--- config.mk ---
export PLATFORM = sky130hd
export DESIGN_NAME = network_sequencer_flat
export DESIGN_NICKNAME = d
export VERILOG_FILES = /design/src/rtl/network_sequencer_if.sv /design/src/rtl/network_sequencer.sv /design/src/flat_wrapper.sv
export SDC_FILE = /design/constraint.sdc
export NUM_CORES = 1
export LEC_CHECK = 0
export ABC_AREA = 1
export BUFFER_PORTS_ARGS = -buffer_cell sky130_fd_sc_hd__buf_2
export CAP_MARGIN = 20
export CORE_MARGIN = 2
export CORE_UTILIZATION = 40
export CTS_CLUSTER_DIAMETER = 80
export DETAILED_ROUTE_END_ITERATION = 7
export PLACE_DENSITY = 0.71
export SKIP_LAST_GASP = 1
export SYNTH_ARGS = -nofsm -noshare
export SYNTH_HDL_FRONTEND = slang
export SYNTH_SLANG_ARGS = --single-unit
export TNS_END_PERCENT = 1
--- constraint.sdc ---
create_clock -name clk -period 3.41 [get_ports clk]
set_input_delay 0.682 -clock clk [delete_from_list [all_inputs] [get_ports clk]]
set_output_delay 0.682 -clock clk [all_outputs]
set_load 0.01 [all_outputs]
--- src/rtl/network_sequencer_if.sv ---
// Sample and result valid/ready streams of the network sequencer.
interface network_sequencer_if #(
    parameter int W = 16,
    parameter int C = 4
);
    logic           in_valid;
    logic           in_ready;
    logic [W-1:0]   inp;
    logic [C*W-1:0] out;
    logic           out_valid;
    logic           out_ready;

    modport master (
        output in_valid, inp, out_ready,
        input  in_ready, out, out_valid
    );

    modport slave (
        input  in_valid, inp, out_ready,
        output in_ready, out, out_valid
    );
endinterface

--- src/rtl/network_sequencer.sv ---
// Control sequencer for the cached dilated causal conv stack:
// shift, run each layer, advance caches, capture the final output.
module network_sequencer #(
    parameter int W          = 16,
    parameter int C          = 4,
    parameter int NUM_LAYERS = 3,
    parameter int TIMEOUT    = 255,
    localparam int CW        = (NUM_LAYERS > 1) ? NUM_LAYERS - 1 : 1
) (
    input  logic                  clk,
    input  logic                  rst,
    network_sequencer_if.slave    io,
    output logic [W-1:0]          lsb_data,
    output logic                  lsb_shift_en,
    output logic [NUM_LAYERS-1:0] layer_start,
    input  logic [NUM_LAYERS-1:0] layer_done,
    output logic [CW-1:0]         cache_shift_en,
    input  logic [C*W-1:0]        layer_out,
    output logic                  busy,
    output logic                  err,
    output logic [15:0]           sample_cnt
);
    localparam int IW  = $clog2(NUM_LAYERS + 1);
    localparam int WDW = $clog2(TIMEOUT + 1);
    localparam logic [IW-1:0]         LAST = IW'(NUM_LAYERS - 1);
    localparam logic [WDW-1:0]        WMAX = WDW'(TIMEOUT - 1);
    localparam logic [NUM_LAYERS-1:0] ONE  = 1;
    localparam logic [CW-1:0]         CONE = 1;

    typedef enum logic [2:0] {
        IDLE, SHIFT, START, WAIT, CACHE, CAPTURE
    } state_t;

    state_t         state;
    logic [IW-1:0]  idx;
    logic [WDW-1:0] wdog;
    logic [CW-1:0]  cache_q;
    logic           done_sel;

    assign done_sel = |(layer_done & (ONE << idx));
    assign cache_shift_en = (NUM_LAYERS > 1) ? cache_q : '0;

    always_ff @(posedge clk or negedge rst) begin
        if (!rst) begin
            state        <= IDLE;
            idx          <= '0;
            wdog         <= '0;
            cache_q      <= '0;
            lsb_data     <= '0;
            lsb_shift_en <= 1'b0;
            layer_start  <= '0;
            io.in_ready  <= 1'b1;
            io.out       <= '0;
            io.out_valid <= 1'b0;
            busy         <= 1'b0;
            err          <= 1'b0;
            sample_cnt   <= '0;
        end else begin
            lsb_shift_en <= 1'b0;
            layer_start  <= '0;
            cache_q      <= '0;
            // a capture later in this block overrides the consume
            if (io.out_valid && io.out_ready)
                io.out_valid <= 1'b0;
            unique case (state)
                IDLE: begin
                    if (io.in_valid) begin
                        lsb_data     <= io.inp;
                        idx          <= '0;
                        lsb_shift_en <= 1'b1;
                        io.in_ready  <= 1'b0;
                        busy         <= 1'b1;
                        state        <= SHIFT;
                    end
                end
                SHIFT: begin
                    layer_start <= ONE;
                    state       <= START;
                end
                START: begin
                    wdog  <= '0;
                    state <= WAIT;
                end
                WAIT: begin
                    if (done_sel) begin
                        if (idx == LAST) begin
                            state <= CAPTURE;
                        end else begin
                            cache_q <= CONE << idx;
                            state   <= CACHE;
                        end
                    end else if (wdog == WMAX) begin
                        err         <= 1'b1;
                        io.in_ready <= 1'b1;
                        busy        <= 1'b0;
                        state       <= IDLE;
                    end else begin
                        wdog <= wdog + 1'b1;
                    end
                end
                CACHE: begin
                    idx         <= idx + 1'b1;
                    layer_start <= ONE << (idx + 1'b1);
                    state       <= START;
                end
                CAPTURE: begin
                    if (!io.out_valid || io.out_ready) begin
                        io.out       <= layer_out;
                        io.out_valid <= 1'b1;
                        sample_cnt   <= sample_cnt + 1'b1;
                        io.in_ready  <= 1'b1;
                        busy         <= 1'b0;
                        state        <= IDLE;
                    end
                end
                default: state <= IDLE;
            endcase
        end
    end
endmodule

--- src/flat_wrapper.sv ---
// flat-port wrapper written by rule: the top's interface ports become plain ports
module network_sequencer_flat 
#(
    parameter int W          = 16,
    parameter int C          = 4,
    parameter int NUM_LAYERS = 3,
    parameter int TIMEOUT    = 255,
    localparam int CW        = (NUM_LAYERS > 1) ? NUM_LAYERS - 1 : 1
)
  (clk, rst, lsb_data, lsb_shift_en, layer_start, layer_done, cache_shift_en, layer_out, busy, err, sample_cnt, io_in_valid, io_inp, io_out_ready, io_in_ready, io_out, io_out_valid);
  network_sequencer_if #(.W(W), .C(C)) io_i ();
  input  logic clk;
  input  logic rst;
  output logic [W-1:0] lsb_data;
  output logic lsb_shift_en;
  output logic [NUM_LAYERS-1:0] layer_start;
  input  logic [NUM_LAYERS-1:0] layer_done;
  output logic [CW-1:0] cache_shift_en;
  input  logic [C*W-1:0] layer_out;
  output logic busy;
  output logic err;
  output logic [15:0] sample_cnt;
  input wire logic [$bits(io_i.in_valid)-1:0] io_in_valid;
  input wire logic [$bits(io_i.inp)-1:0] io_inp;
  input wire logic [$bits(io_i.out_ready)-1:0] io_out_ready;
  output wire logic [$bits(io_i.in_ready)-1:0] io_in_ready;
  output wire logic [$bits(io_i.out)-1:0] io_out;
  output wire logic [$bits(io_i.out_valid)-1:0] io_out_valid;
  assign io_i.in_valid = io_in_valid;
  assign io_i.inp = io_inp;
  assign io_i.out_ready = io_out_ready;
  assign io_in_ready = io_i.in_ready;
  assign io_out = io_i.out;
  assign io_out_valid = io_i.out_valid;
  network_sequencer #(.W(W), .C(C), .NUM_LAYERS(NUM_LAYERS), .TIMEOUT(TIMEOUT)) u_core (.clk(clk), .rst(rst), .io(io_i), .lsb_data(lsb_data), .lsb_shift_en(lsb_shift_en), .layer_start(layer_start), .layer_done(layer_done), .cache_shift_en(cache_shift_en), .layer_out(layer_out), .busy(busy), .err(err), .sample_cnt(sample_cnt));
endmodule
==> qor.yml <==
clk_pin_slew_ns: 0.05
cts_hold_buffers: 0
cts_tree: "yes"
p_seq_share_pct: 46.5
finalCritPeriodShare_pct: 56.8
ir_drop_v: 0.000294
ant_nets: 0
die_y_um: 117
period_needed_ns: 1.94
grt_setup_unrepaired: "no"
drtPass1Iterations: 4
cell_internal_pwr_mw: 2.49
met3_usage_pct: 5.97
hp-class: "in -> async"
clk_latency_ns: 0.41
antenna_found_initial: 0
synth_compound_area_share_pct: 1.97
synth-seq-cells: 119
synth-edff-count: 0
cp-end-kind: "flip-flop"
setup_viol: 0
combPwrFrac_pct: 6.1
cts-resized-gates: 0
track_usage_pct: 17.9
synth_top_family_by_area: "simple AND/OR/NAND/NOR gates"
p_switching_mw: 0.708
p_leak_nw: 3.78
reg2regPathDepth: 6
gr-usage-met2_pct: 28.5
ys.flop_type: "dfrtp_1"
gp_congestion: 0.817
finish.utilization_pct: 53.7
finalHoldViolations: 0
wl_per_cell_um: 11.9
cts_root_buffer: "clkbuf_16"
reg2reg_from: "u_core.state[1]"
worst_pin_slew_ns: 0.459
port_buffers: 192
overflow: 0
max_slew_margin_pct: 69.4
die_x_um: 117
status: "finished clean"
required_ns: 3.70
fmax_mhz: 516
clock_skew_ns: 0.00464
start_kind: "flip-flop"
drv_cap: 0
cts-buffers-inserted: 17
r2r_slack_ns: 1.47
h-tree-depth: 4
hpwlAfterDp_mm: 8.17
swShare_pct: 22.2
cp.arrival_ns: 2.23
tns_ns: 0
die-area_um2: 13600
top_usage_layer: "met2"
p_per_area_nw_per_um2: 476
syn-instance-count: 608
grt_pass1_wl_mm: 18.8
synth_fp_nets: 704
rows: 41
cts.sinks: 119
grt_use_met1_pct: 21.8
drc: 0
n_antenna_cell: 0
yosys.area_share.simple_pct: 31.2
vias: 4455
path_class: "reg -> reg"
yosysWarnings: 0
startpoint: "u_core.state[1]"
dpl.cell_count: 960
routed_wl_mm: 11.8
synth_xor_area_share_pct: 1.38
cts_setup_buffers: 0
core_um2: 12500
timing.rr.end: "u_core.sample_cnt[3]"
io_pins: 193
start_util_pct: 40.6
synth.cell_area_um2: 5080
areaGrowthSynthToFinish_pct: 32.3
cp_max_fo: 38
yosys.area_share.adder_pct: 2.22
synth.area.mux_share_pct: 0
ys_seq_area_share_pct: 58.7
syn_area_per_cell_um2: 8.35
grt_max_degree: 87
finalNonFillerCells: 988
grt_pass1_vias: 4096
synthDistinctLibCells: 26
vias_per_cell: 4.51
cts_max_path_buffers: 2
async_flop_share_pct: 100
final_net_count: 903
drv_slew: 0
drive_gt1_share_pct: 28.8
p_clk_share_pct: 47.4
first_iter_violations: 197
-- power by group through the flow --
stage / combinational (mW) / clock [mW] / sequential [mW]
2_1_floorplan: 0.0354 / 0 / 1.54
3_3_place_gp: 0.198 / 0 / 1.51
3_5_place_dp: 0.201 / 0 / 1.51
4_1_cts: 0.201 / 1.55 / 1.49
5_1_grt: 0.224 / 1.63 / 1.49
6_report: 0.196 / 1.51 / 1.49
-- per-stage QoR --
stage	hold slack, ns	total power [mW]	setup slack [ns]	cell area (um^2)
finish	0.217	3.20	1.47	6720
floorplan	0.386	1.57	1.80	5080
global placement	0.449	1.71	1.21	6220
detailed placement	0.453	1.71	1.18	6220
global route	0.242	3.35	1.27	6720
CTS	0.225	3.24	1.45	6720
-- worst max-delay path by stage --
stage                                end  slack, ns  cells past startpoint
floorplan              u_core.io.out[27]       1.80                      9
global placement    u_core.sample_cnt[3]       1.21                      8
detailed placement  u_core.sample_cnt[3]       1.18                      8
CTS                 u_core.sample_cnt[3]       1.45                      6
global route        u_core.sample_cnt[3]       1.27                      6
finish              u_core.sample_cnt[3]       1.47                      6
-- registers in the layout (all words and copies together), names as in the netlist, 2 cells and up --
name / flops
u_core.state: 3
u_core.layer_start: 3
u_core.idx: 2
u_core.io.out: 64
u_core.sample_cnt: 16
u_core.lsb_data: 16
u_core.wdog: 8
u_core.cache_shift_en: 2
-- placed cells by master (no fill, tap or decap), drive strengths merged --
cell / count
nand2: 334
buf: 197
dfrtp: 118
nor2: 37
inv: 36
clkbuf: 22
nand3: 18
o21ai: 17
ha: 9
clkinv: 6
nand4: 4
xor2: 4
xnor2: 4
nand3b: 3
nor3: 3
o22ai: 1
nor3b: 1
a31o: 1
dfstp: 1
-- layer usage --
metal | routed length [um] | vias to the layer above
met3 | 873 | 22
met5 | 0 | -
met1 | 5190 | 2032
li1 | - | 2261
met4 | 290 | 0
met2 | 5400 | 140
-- worst max-delay path: stages (launching register included) --
cell and delay, ns:
dfrtp_1 0.47, inv_2 0.11, nand3_2 0.14, nor2_4 0.39, buf_4 0.45, nand2_1 0.12
xnor2_1 0.14
-- logic make-up (layout without fill, tap and decap cells) --
family                   Yosys count  in the layout
flip-flops                       119            119
XOR/XNOR                           8              8
AO/OA/AOI/OAI                     19             19
AND/OR/NAND/NOR                  400            400
buffers and inverters             53            261
adder cells (fa/ha/maj)            9              9
-- cells in the mapped netlist (2+ instances only) --
cell type / number / area share, %
nand2_1: 333 / 25
dfrtp_1: 118 / 58
nor2_1: 35 / 2.6
inv_1: 31 / 2.3
nand3_1: 16 / 1.6
o21ai_0: 15 / 1.5
buf_2: 9 / 0.89
ha_1: 9 / 2.2
buf_4: 5 / 0.74
inv_2: 5 / 0.37
nand4_1: 4 / 0.49
xnor2_1: 4 / 0.69
xor2_1: 4 / 0.69
clkbuf_1: 3 / 0.22
nand3b_1: 3 / 0.44
nand3_2: 2 / 0.39
nor3_1: 2 / 0.20
o21ai_1: 2 / 0.20
-- area by class of cell --
| class | count | area [um^2] |
|---|---|---|
| fillers | 1215 | 5800 |
| flip-flops and latches | 119 | 2980 |
| multi-input cells | 436 | 1870 |
| repair buffers | 197 | 1030 |
| clock buffers | 22 | 464 |
| well taps | 172 | 215 |
| inverters | 36 | 135 |
| clock inverters | 6 | 30.0 |
Note: power is estimated with default switching activity, not from simulation.
